[config.mk]
export PLATFORM = sky130hd
export DESIGN_NAME = fifo_rd_ctrl
export DESIGN_NICKNAME = d
export VERILOG_FILES = /design/src/rtl/fifo_rd_ctrl.sv
export SDC_FILE = /design/constraint.sdc
export NUM_CORES = 1
export LEC_CHECK = 0
export ABC_AREA = 1
export BUFFER_PORTS_ARGS = -buffer_cell sky130_fd_sc_hd__buf_2
export CAP_MARGIN = 20
export CORE_ASPECT_RATIO = 1.2
export CORE_MARGIN = 4
export CORE_UTILIZATION = 29
export DETAILED_ROUTE_END_ITERATION = 8
export GPL_ROUTABILITY_DRIVEN = 0
export PLACE_DENSITY_LB_ADDON = 0.15
export SETUP_SLACK_MARGIN = 0.02
export SLEW_MARGIN = 30
export SYNTH_ARGS = -nofsm -noshare
export SYNTH_HDL_FRONTEND = slang
export SYNTH_SLANG_ARGS = --single-unit
[constraint.sdc]
create_clock -name clk -period 4.4 [get_ports clk]
set_input_delay 1.32 -clock clk [delete_from_list [all_inputs] [get_ports clk]]
set_output_delay 1.32 -clock clk [all_outputs]
set_load 0.005 [all_outputs]
[src/rtl/fifo_rd_ctrl.sv]
// Read-side controller for a 1-cycle-latency FIFO: prefetches words into a
// 2-entry skid buffer and presents them on a valid/ready downstream port.
module fifo_rd_ctrl #(
    parameter int FIFO_WIDTH = 16
) (
    input  logic                  clk,
    input  logic                  rst_n,
    input  logic                  fifo_empty,
    input  logic [FIFO_WIDTH-1:0] fifo_data_out,
    input  logic                  fifo_underflow,
    output logic                  fifo_rd_en,
    output logic [FIFO_WIDTH-1:0] m_data,
    output logic                  m_valid,
    input  logic                  m_ready,
    output logic [15:0]           rd_count,
    output logic                  err_underflow
);

    logic [1:0]            cnt_q, cnt_d;
    logic                  inflight_q, inflight_d;
    logic [FIFO_WIDTH-1:0] buf0_q, buf0_d;
    logic [FIFO_WIDTH-1:0] buf1_q, buf1_d;
    logic [15:0]           rd_count_q, rd_count_d;
    logic                  err_q, err_d;
    logic                  pop;
    logic                  capture;
    logic [2:0]            occupancy_next;

    // A read is only issued if the word it returns is guaranteed a buffer slot.
    always_comb begin
        pop            = (cnt_q != 2'd0) && m_ready;
        capture        = inflight_q;
        occupancy_next = {1'b0, cnt_q} + {2'b00, inflight_q} - {2'b00, pop};
        fifo_rd_en     = rst_n && !fifo_empty && (occupancy_next < 3'd2);
        inflight_d     = fifo_rd_en;

        cnt_d  = cnt_q;
        buf0_d = buf0_q;
        buf1_d = buf1_q;
        case ({capture, pop})
            2'b10: begin
                if (cnt_q == 2'd0) begin
                    buf0_d = fifo_data_out;
                end else begin
                    buf1_d = fifo_data_out;
                end
                cnt_d = cnt_q + 2'd1;
            end
            2'b01: begin
                buf0_d = buf1_q;
                cnt_d  = cnt_q - 2'd1;
            end
            2'b11: begin
                if (cnt_q == 2'd1) begin
                    buf0_d = fifo_data_out;
                end else begin
                    buf0_d = buf1_q;
                    buf1_d = fifo_data_out;
                end
            end
            default: ;
        endcase

        rd_count_d = rd_count_q + {15'd0, pop};
        err_d      = err_q | fifo_underflow;
    end

    always_ff @(posedge clk or negedge rst_n) begin
        if (!rst_n) begin
            cnt_q      <= 2'd0;
            inflight_q <= 1'b0;
            buf0_q     <= '0;
            buf1_q     <= '0;
            rd_count_q <= 16'd0;
            err_q      <= 1'b0;
        end else begin
            cnt_q      <= cnt_d;
            inflight_q <= inflight_d;
            buf0_q     <= buf0_d;
            buf1_q     <= buf1_d;
            rd_count_q <= rd_count_d;
            err_q      <= err_d;
        end
    end

    assign m_valid       = (cnt_q != 2'd0);
    assign m_data        = buf0_q;
    assign rd_count      = rd_count_q;
    assign err_underflow = err_q;

endmodule
==> impl_results.md, run 1 <==
* # setup viols final at 0
* First-pass DRT Iterations at 4
* Most frequent cells in the layout: 131 x nand2_1, 55 x buf_2, 52 x dfrtp_1
* Hold depth at 2
* H-tree Lvls at 2
* Crit-path cells: buf_2 -> nand2_2 -> ha_1 -> inv_1 -> nand2_1 -> fa_1 -> nand2_1 -> nor3_2 -> buf_2
* Worst Path Arrival at 2.87 ns
* Layout cells sized above 1 at 0.201
* Max Slew Vio Count at 0
* Post-DP HPWL at 4240 um
* I/O Buffers at 55
* Remaining global-route overflow at 0
* Num CTS Buffers at 5
* Worst hold endpoint: buf1_q[8]
* Origin of the critical flop-to-flop path: cnt_q[1]
* Antenna viol nets, final at 0
* Netlist cell types at 22
* Worst-Skew Late Latency at 0.31 ns
* DRT Wirelength at 6050 um
* Peak VDD IR at 196 uV
* FP Rows at 37
* Synth warn at 0
* Die area at 10,300 um2
* HP Start: buf1_q[8]
* Final setup TNS at 0 ns
* Syn_nets at 350
* Avg Inst Size Synth at 7.88 um2
* Crit path max fanout at 4
* 1st-iter DRT viols at 77
* EDFF count, synth at 0
* Nature of the critical path startpoint: primary input
* Crit-path slowest cell: fa_1
* Clk pin slew, worst setup/hold paths at 0.09 ns
* Fin crit share at 0.953
* Routed via count at 2,140
* RSZ-0062 raised after global routing: false
* Reg2Reg Setup Slack at 2.16 ns
* Final core occ at 0.358
* Gr usage total at 0.127
* Met1 GRT Util at 0.152
* Largest net degree at the start of global routing at 53
* Setup Buffers After CTS at 0
* CTS Hold Buffers Added at 0
* Final Hold Vio Count at 0
* Worst Path Buf+Inv at 3
* Max-Cap Viols at 0
* Die extent in y at 111 um
* Clock sinks at 52
* Via-to-Cell Ratio at 4.31
* Asr flop ratio synth at 1.00
* Global-route wire length before repair at 10,500 um
* Status: finished, final reports clean
* Clock Tree Root: clkbuf_8
* RR Endpoint: capture
* Area Growth Syn to Fin at 20.3%
* Req. time, crit path at 3.08 ns
* Top FF cell, synth: dfrtp_1
* Non-Filler Instances at 496
* Initial antenna violation count at 0
* Die Width at 93.5 um
* Num ports at 56
* Delay-heaviest family, CP: adder cells
* CTS Buffer Depth at 2
* #FFs+latches synth at 52
* # diodes at 0
* CTS tree: yes
* Inst Count DP at 489
* Gr busiest metal: met2
* Cells after Synth at 323
* Number of global-route vias before repair at 2,122
* Post-synthesis sequential area ratio at 0.511
* Setup crit end kind: output pin
* P_leak at 1.71 nW
* Routing usage on met2 at 0.223
* Met3 Usage GRT at 0.0286
* Worst Max-Slew Pin Slew at 0.676 ns
* Starting Density at 0.297
* Routed wire per std cell at 12.2 um
* Mapped Area at 2550 um2
* Commonest non-fill, non-tap cell in the layout: nand2_1
* Detailed-route DRC error count at 0
* Crit path time final at 4.19 ns
* Maximum clock rate at 0.239 GHz
* Core Area at 8560 um2
* Worst path max stage delay at 0.51 ns
* Cell Pwr Density at 596 nW/um2
* Clk_skew at 0.00671 ns
* Hold crit path type: reg2reg
* Crit path kind: in2out
* NumNets Final at 406
* Max-slew headroom at 0.549
* Cell depth of the worst flop-to-flop path at 10
sequential cells by signal, summed over array words and instances (netlist names):
| signal | flops |
|---|---|
| capture | 1 |
| rd_count | 16 |
| m_data | 16 |
| err_underflow | 1 |
| cnt_q | 2 |
| buf1_q | 16 |
synthesized netlist by cell type, types with 2 or more instances:
library cell / n / area, um2
inv_1: 43 / 161
dfrtp_1: 52 / 1300
nand2_2: 5 / 31.3
nand2_1: 131 / 492
buf_2: 3 / 15.0
o21ai_0: 2 / 10.0
ha_1: 5 / 62.6
inv_2: 4 / 15.0
xnor2_1: 5 / 43.8
nand3_1: 38 / 190
nand4_1: 4 / 25.0
nor2_1: 15 / 56.3
buf_4: 2 / 15.0
xor2_1: 6 / 52.6
worst min-delay path: stages (launching register included):
cell and delay, ns:
dfrtp_1 0.35, nand2_1 0.05, nand2_1 0.05
layout make-up:
class	count	area (um2)
fill	939	5500
sequential	52	1300
multi-input combinational	217	1030
timing repair buffer	56	283
inverter	47	176
tap	117	146
clock buffer	5	68.8
clock inverter	2	60.1
logic make-up (layout without fill, tap and decap cells):
logic type | Yosys count | in the layout | share of synthesized area
buffers and inverters | 54 | 110 | 0.0870
AOI/OAI and AO/OA | 3 | 3 | 0.00688
DFF | 52 | 52 | 0.511
and+or+nand+nor | 197 | 197 | 0.325
xor gates and xnor gates | 11 | 11 | 0.0378
adders and majority gates | 6 | 6 | 0.0324
routing by layer:
metal / part of all wire / vias to the layer above
met1: 0.43 / 1005
met5: 0 / -
met4: 0.018 / 0
met3: 0.052 / 9
li1: - / 1087
met2: 0.50 / 39
repair_timing:
item,in CTS,in global routing
hold endpoints to repair,0,0
setup endpoints to repair,0,1
resized for setup,0,1
worst max-delay path by stage:
stage             from          to  slack [ns]  depth (start not counted)
3_3_place_gp   m_ready  fifo_rd_en        0.22                          9
2_1_floorplan  m_ready  fifo_rd_en        0.48                          7
6_report       m_ready  fifo_rd_en        0.21                          9
5_1_grt        m_ready  fifo_rd_en        0.07                          9
4_1_cts        m_ready  fifo_rd_en        0.11                          9
3_5_place_dp   m_ready  fifo_rd_en        0.11                          9
power breakdown:
part / switching, mW / internal, mW
clock network: 0.160 / 0.224
registers: 0.115 / 0.656
logic: 0.404 / 0.267
metrics by stage:
| stage | power [mW] | setup WS, ns | instance area (um2) | hold slack (ns) |
|---|---|---|---|---|
| after floorplan | 1.23 | 0.475 | 2550 | 0.442 |
| after global routing | 2.01 | 0.0652 | 3060 | 0.505 |
| after CTS | 1.87 | 0.110 | 3060 | 0.482 |
| after global placement | 1.45 | 0.216 | 2930 | 0.444 |
| after detailed placement | 1.48 | 0.112 | 2930 | 0.458 |
| final | 1.83 | 0.209 | 3060 | 0.475 |
Power figures use the tool's default switching activity.
==> run 2, diff against run 1 <==
==> constraint.sdc (replaced) <==
create_clock -name clk -period 5.03 [get_ports clk]
set_input_delay 1.509 -clock clk [delete_from_list [all_inputs] [get_ports clk]]
set_output_delay 1.509 -clock clk [all_outputs]
set_load 0.005 [all_outputs]
==> run 2 against run 1 <==
  * Setup slack gained 0.23 ns
  * Sequential power shrank 13%
  * Sequential share of layout area grew 0.070 points
  * Power shrank 13%
  * Critical path depth is the same
  * Flip-flop and latch count is the same
  * Critical path type unchanged
==> impl_results.md, run 2 (synthesis gave the netlist of run 1 again) <==
* Fin area at 3060 um2
* Fin crit share at 0.912
* Die extent in y at 111 um
* I/O Buffers at 55
* 1st-iter DRT viols at 71
* CTS Buffer Depth at 2
* # diodes at 0
* Layout cells sized above 1 at 0.198
* Clk pin slew, worst setup/hold paths at 0.09 ns
* Worst-Skew Late Latency at 0.30 ns
* Cell Pwr Density at 519 nW/um2
* Worst hold endpoint: buf1_q[8]
* H-tree Lvls at 2
* Clock power share at 0.211
* Initial antenna violation count at 0
* DP Area at 2930 um2
* Worst Max-Slew Pin Slew at 0.681 ns
* Worst Path Arrival at 3.08 ns
* Peak VDD IR at 149 uV
* RR Endpoint: capture
* Internal power at 1.00 mW
* Cell depth of the worst flop-to-flop path at 10
* DRT Wirelength at 5950 um
* Status: finished, final reports clean
* Commonest non-fill, non-tap cell in the layout: nand2_1
* Num CTS Buffers at 5
* CTS Hold Buffers Added at 0
* Comb power frac at 0.364
* Max-Cap Viols at 0
* Setup crit end kind: output pin
* Remaining global-route overflow at 0
* Routed wire per std cell at 12.0 um
* CTS resizes at 0
* Number of global-route vias before repair at 2,126
* Origin of the critical flop-to-flop path: cnt_q[1]
* Die Width at 93.5 um
* Global-route wire length before repair at 10,200 um
* Crit path time final at 4.59 ns
* Post-DP HPWL at 4150 um
* Final Hold Vio Count at 0
* Clk_skew at 0.00693 ns
* Crit path kind: in2out
* HP Start: buf1_q[8]
* Switching power total at 0.586 mW
* Final setup TNS at 0 ns
* Antenna viol nets, final at 0
* Largest net degree at the start of global routing at 53
* Req. time, crit path at 3.52 ns
* Clock Tree Root: clkbuf_8
* CTS tree: yes
* Most frequent cells in the layout: 131 x nand2_1, 55 x buf_2, 52 x dfrtp_1
* First-pass DRT Iterations at 4
* Clock sinks at 52
* Routed via count at 2,119
* Starting Density at 0.297
* Nature of the critical path startpoint: primary input
* Core Area at 8560 um2
* Die area at 10,300 um2
* P_leak at 1.71 nW
* NumNets Final at 406
* Max Slew Vio Count at 0
* Via-to-Cell Ratio at 4.27
* Fill count at 930
* Hold crit path type: reg2reg
* Max-slew headroom at 0.546
* FP Rows at 37
* Setup Buffers After CTS at 0
* Gr usage total at 0.122
* Sequential power share at 0.425
* RSZ-0062 raised after global routing: false
* # setup viols final at 0
* Crit path max fanout at 4
* Switching share of power at 0.369
* Num ports at 56
* Area Growth Syn to Fin at 20.1%
* Reg2Reg Setup Slack at 2.78 ns
* Hold depth at 2
* Maximum clock rate at 0.218 GHz
* Detailed-route DRC error count at 0
==> run 2: cell types whose count changed in the layout (fill, tap and decap cells not counted) <==
cell    before  now
nor3_2       1    0
nor3_1       0    1
==> run 2: worst max-delay path by stage <==
| stage | depth (start not counted) | end | startpoint | slack, ns |
|---|---|---|---|---|
| 6_report | 9 | fifo_rd_en | m_ready | 0.44 |
| 5_1_grt | 9 | fifo_rd_en | m_ready | 0.29 |
| 4_1_cts | 9 | fifo_rd_en | m_ready | 0.42 |
| 3_5_place_dp | 9 | fifo_rd_en | m_ready | 0.43 |
| 3_3_place_gp | 9 | fifo_rd_en | m_ready | 0.47 |
| 2_1_floorplan | 7 | fifo_rd_en | m_ready | 0.73 |
==> run 2: area by class of cell <==
type                       count  area (um2)  area share
clock buffer                   5        68.8      0.0225
sequential                    52        1300       0.425
clock inverter                 2        60.1      0.0196
tap                          117         146      0.0479
multi-input combinational    217        1020       0.335
timing repair buffer          56         283      0.0924
inverter                      47         176      0.0577
==> run 2: power groups by stage <==
| stage | combinational, mW | sequential (mW) | clock [mW] |
|---|---|---|---|
| floorplan | 0.395 | 0.678 | 0 |
| global placement | 0.590 | 0.679 | 0 |
| detailed placement | 0.597 | 0.686 | 0 |
| CTS | 0.599 | 0.678 | 0.351 |
| global route | 0.676 | 0.699 | 0.362 |
| finish | 0.577 | 0.674 | 0.335 |
==> run 2: stage by stage <==
step / utilization / hold slack [ns] / power (mW) / setup WS [ns] / cells
detailed placement: 0.342 / 0.458 / 1.28 / 0.429 / 489
floorplan: - / 0.442 / 1.07 / 0.727 / 323
CTS: 0.357 / 0.482 / 1.63 / 0.420 / 496
global route: 0.357 / 0.504 / 1.74 / 0.292 / 496
finish: 0.357 / 0.477 / 1.59 / 0.441 / 496
global placement: 0.342 / 0.444 / 1.27 / 0.467 / 489
==> run 2: critical path, stage by stage <==
cell and delay (ns):
buf_2 0.10, nand2_2 0.08, ha_1 0.32, inv_1 0.08
nand2_1 0.07, fa_1 0.50, nand2_1 0.05, nor3_1 0.22
buf_2 0.16
==> run 2: layer usage <==
layer  GRT usage  up-vias  part of all wire
met5           0        -                 0
met2       0.216       41              0.49
met1       0.148      984              0.45
met4      0.0347        0             0.011
li1            -     1089                 -
met3      0.0266        5             0.047
==> run 3, diff against run 2 <==
--- a/config.mk
+++ b/config.mk
@@ -10,7 +10,7 @@
 export CAP_MARGIN = 20
 export CORE_ASPECT_RATIO = 1.2
 export CORE_MARGIN = 4
-export CORE_UTILIZATION = 29
+export CORE_UTILIZATION = 50
 export DETAILED_ROUTE_END_ITERATION = 8
 export GPL_ROUTABILITY_DRIVEN = 0
 export PLACE_DENSITY_LB_ADDON = 0.15
==> run 3 against run 2 <==
  * Largest power group unchanged
  * Clock skew shrank 0.0028 ns
  * Largest cell class unchanged
  * Critical path depth stayed put
  * Critical path type unchanged
  * Cell area decreased by 3.4%
  * Global-route usage grew 6.3 points
==> impl_results.md, run 3 (synthesis gave the netlist of run 1 again) <==
* I/O Buffers at 55
* CTS tree: yes
* CTS Hold Buffers Added at 0
* Via-to-Cell Ratio at 4.75
* Starting Density at 0.515
* Routed wire per std cell at 12.0 um
* Post-DP HPWL at 3700 um
* Clk pin slew, worst setup/hold paths at 0.08 ns
* Crit-path slowest cell: fa_1
* Max Slew Vio Count at 0
* Final Hold Vio Count at 0
* Inst Count DP at 432
* Routed via count at 2,084
* Detailed-route DRC error count at 0
* Antenna viol nets, final at 0
* RSZ-0062 raised after global routing: false
* NumNets Final at 406
* P_leak at 1.69 nW
* Worst path max stage delay at 0.50 ns
* # setup viols final at 0
* FP Rows at 28
* Clock sinks at 52
* Largest net degree at the start of global routing at 53
* Worst Max-Slew Pin Slew at 0.651 ns
* Worst Path Arrival at 3.14 ns
* Status: finished, final reports clean
* CTS Buffer Depth at 2
* Non-Filler Instances at 439
* Total Power at 1.50 mW
* H-tree Lvls at 2
* Initial antenna violation count at 0
* Req. time, crit path at 3.52 ns
* Gr usage total at 0.186
* Layout cells sized above 1 at 0.198
* Fill count at 510
* Clock Tree Root: clkbuf_8
* Die Width at 73.1 um
* Most frequent cells in the layout: 131 x nand2_1, 55 x buf_2, 52 x dfrtp_1
* Commonest non-fill, non-tap cell in the layout: nand2_1
* Area Growth Syn to Fin at 16.1%
* Crit path time final at 4.65 ns
* Remaining global-route overflow at 0
* Num ports at 56
* Crit-path cells: buf_2 -> nand2_2 -> ha_1 -> inv_1 -> nand2_1 -> fa_1 -> nand2_1 -> nor3_1 -> buf_2
* Reg2Reg Setup Slack at 2.72 ns
* Setup Buffers After CTS at 0
* Final hold slack at 0.467 ns
* Nature of the critical path startpoint: primary input
* Crit path kind: in2out
* Final setup TNS at 0 ns
* Die extent in y at 86.2 um
* Die area at 6300 um2
* Worst-Skew Late Latency at 0.30 ns
* 1st-iter DRT viols at 106
* Crit path max fanout at 4
* First-pass DRT Iterations at 4
* CTS resizes at 0
* Maximum clock rate at 0.215 GHz
* Final core occ at 0.598
* Clk_skew at 0.00413 ns
* Num CTS Buffers at 5
* Setup crit end kind: output pin
* Core Area at 4940 um2
* Worst Path Buf+Inv at 3
* Delay-heaviest family, CP: adder cells
* Number of global-route vias before repair at 2,091
* Peak VDD IR at 259 uV
* Global-route wire length before repair at 9290 um
* Hold crit path type: reg2reg
* Max-Cap Viols at 0
* Fin crit share at 0.925
* # diodes at 0
* Cell Pwr Density at 507 nW/um2
* Max-slew headroom at 0.566
* DRT Wirelength at 5270 um
-- run 3: cell count changes in the layout (fill, tap and decap cells not counted), sizes merged --
cell    before  now
clkbuf       5    7
bufinv       2    0
-- run 3: where the power goes --
| group | total (mW) | switching (mW) | internal [mW] |
|---|---|---|---|
| Clock | 0.250 | 0.127 | 0.123 |
| Sequential | 0.671 | 0.0969 | 0.574 |
| Combinational | 0.577 | 0.345 | 0.232 |
| Total | 1.50 | 0.569 | 0.929 |
-- run 3: worst paths after layout --
kind / from / endpoint / depth (start not counted)
worst max-delay path: m_ready / fifo_rd_en / 9
worst min-delay path: err_underflow / err_underflow / 1
worst max register to register: cnt_q[1] / capture / 10
worst min register to register: err_underflow / err_underflow / 1
max in group asynchronous: rst_n / m_data[0] / 2
min in group asynchronous: rst_n / rd_count[13] / 2
-- run 3: layer usage --
metal,track usage,share of wire
met5,0,0
met4,0.0587,0.012
met3,0.0313,0.047
met2,0.320,0.50
met1,0.236,0.44
-- run 3: stage by stage --
step                      instance area, um2  setup WS (ns)
after floorplan                         2550          0.727
after global placement                  2860          0.481
after detailed placement                2860          0.369
after CTS                               2960          0.369
after global routing                    2960          0.288
final                                   2960          0.376
-- run 3: layout make-up --
class / instances / area (um2) / area share
multi-input cells: 217 / 1020 / 0.346
repair buffers: 56 / 283 / 0.0957
clock buffers: 7 / 96.3 / 0.0326
inverters: 47 / 176 / 0.0597
flip-flops and latches: 52 / 1300 / 0.440
well taps: 60 / 75.1 / 0.0254
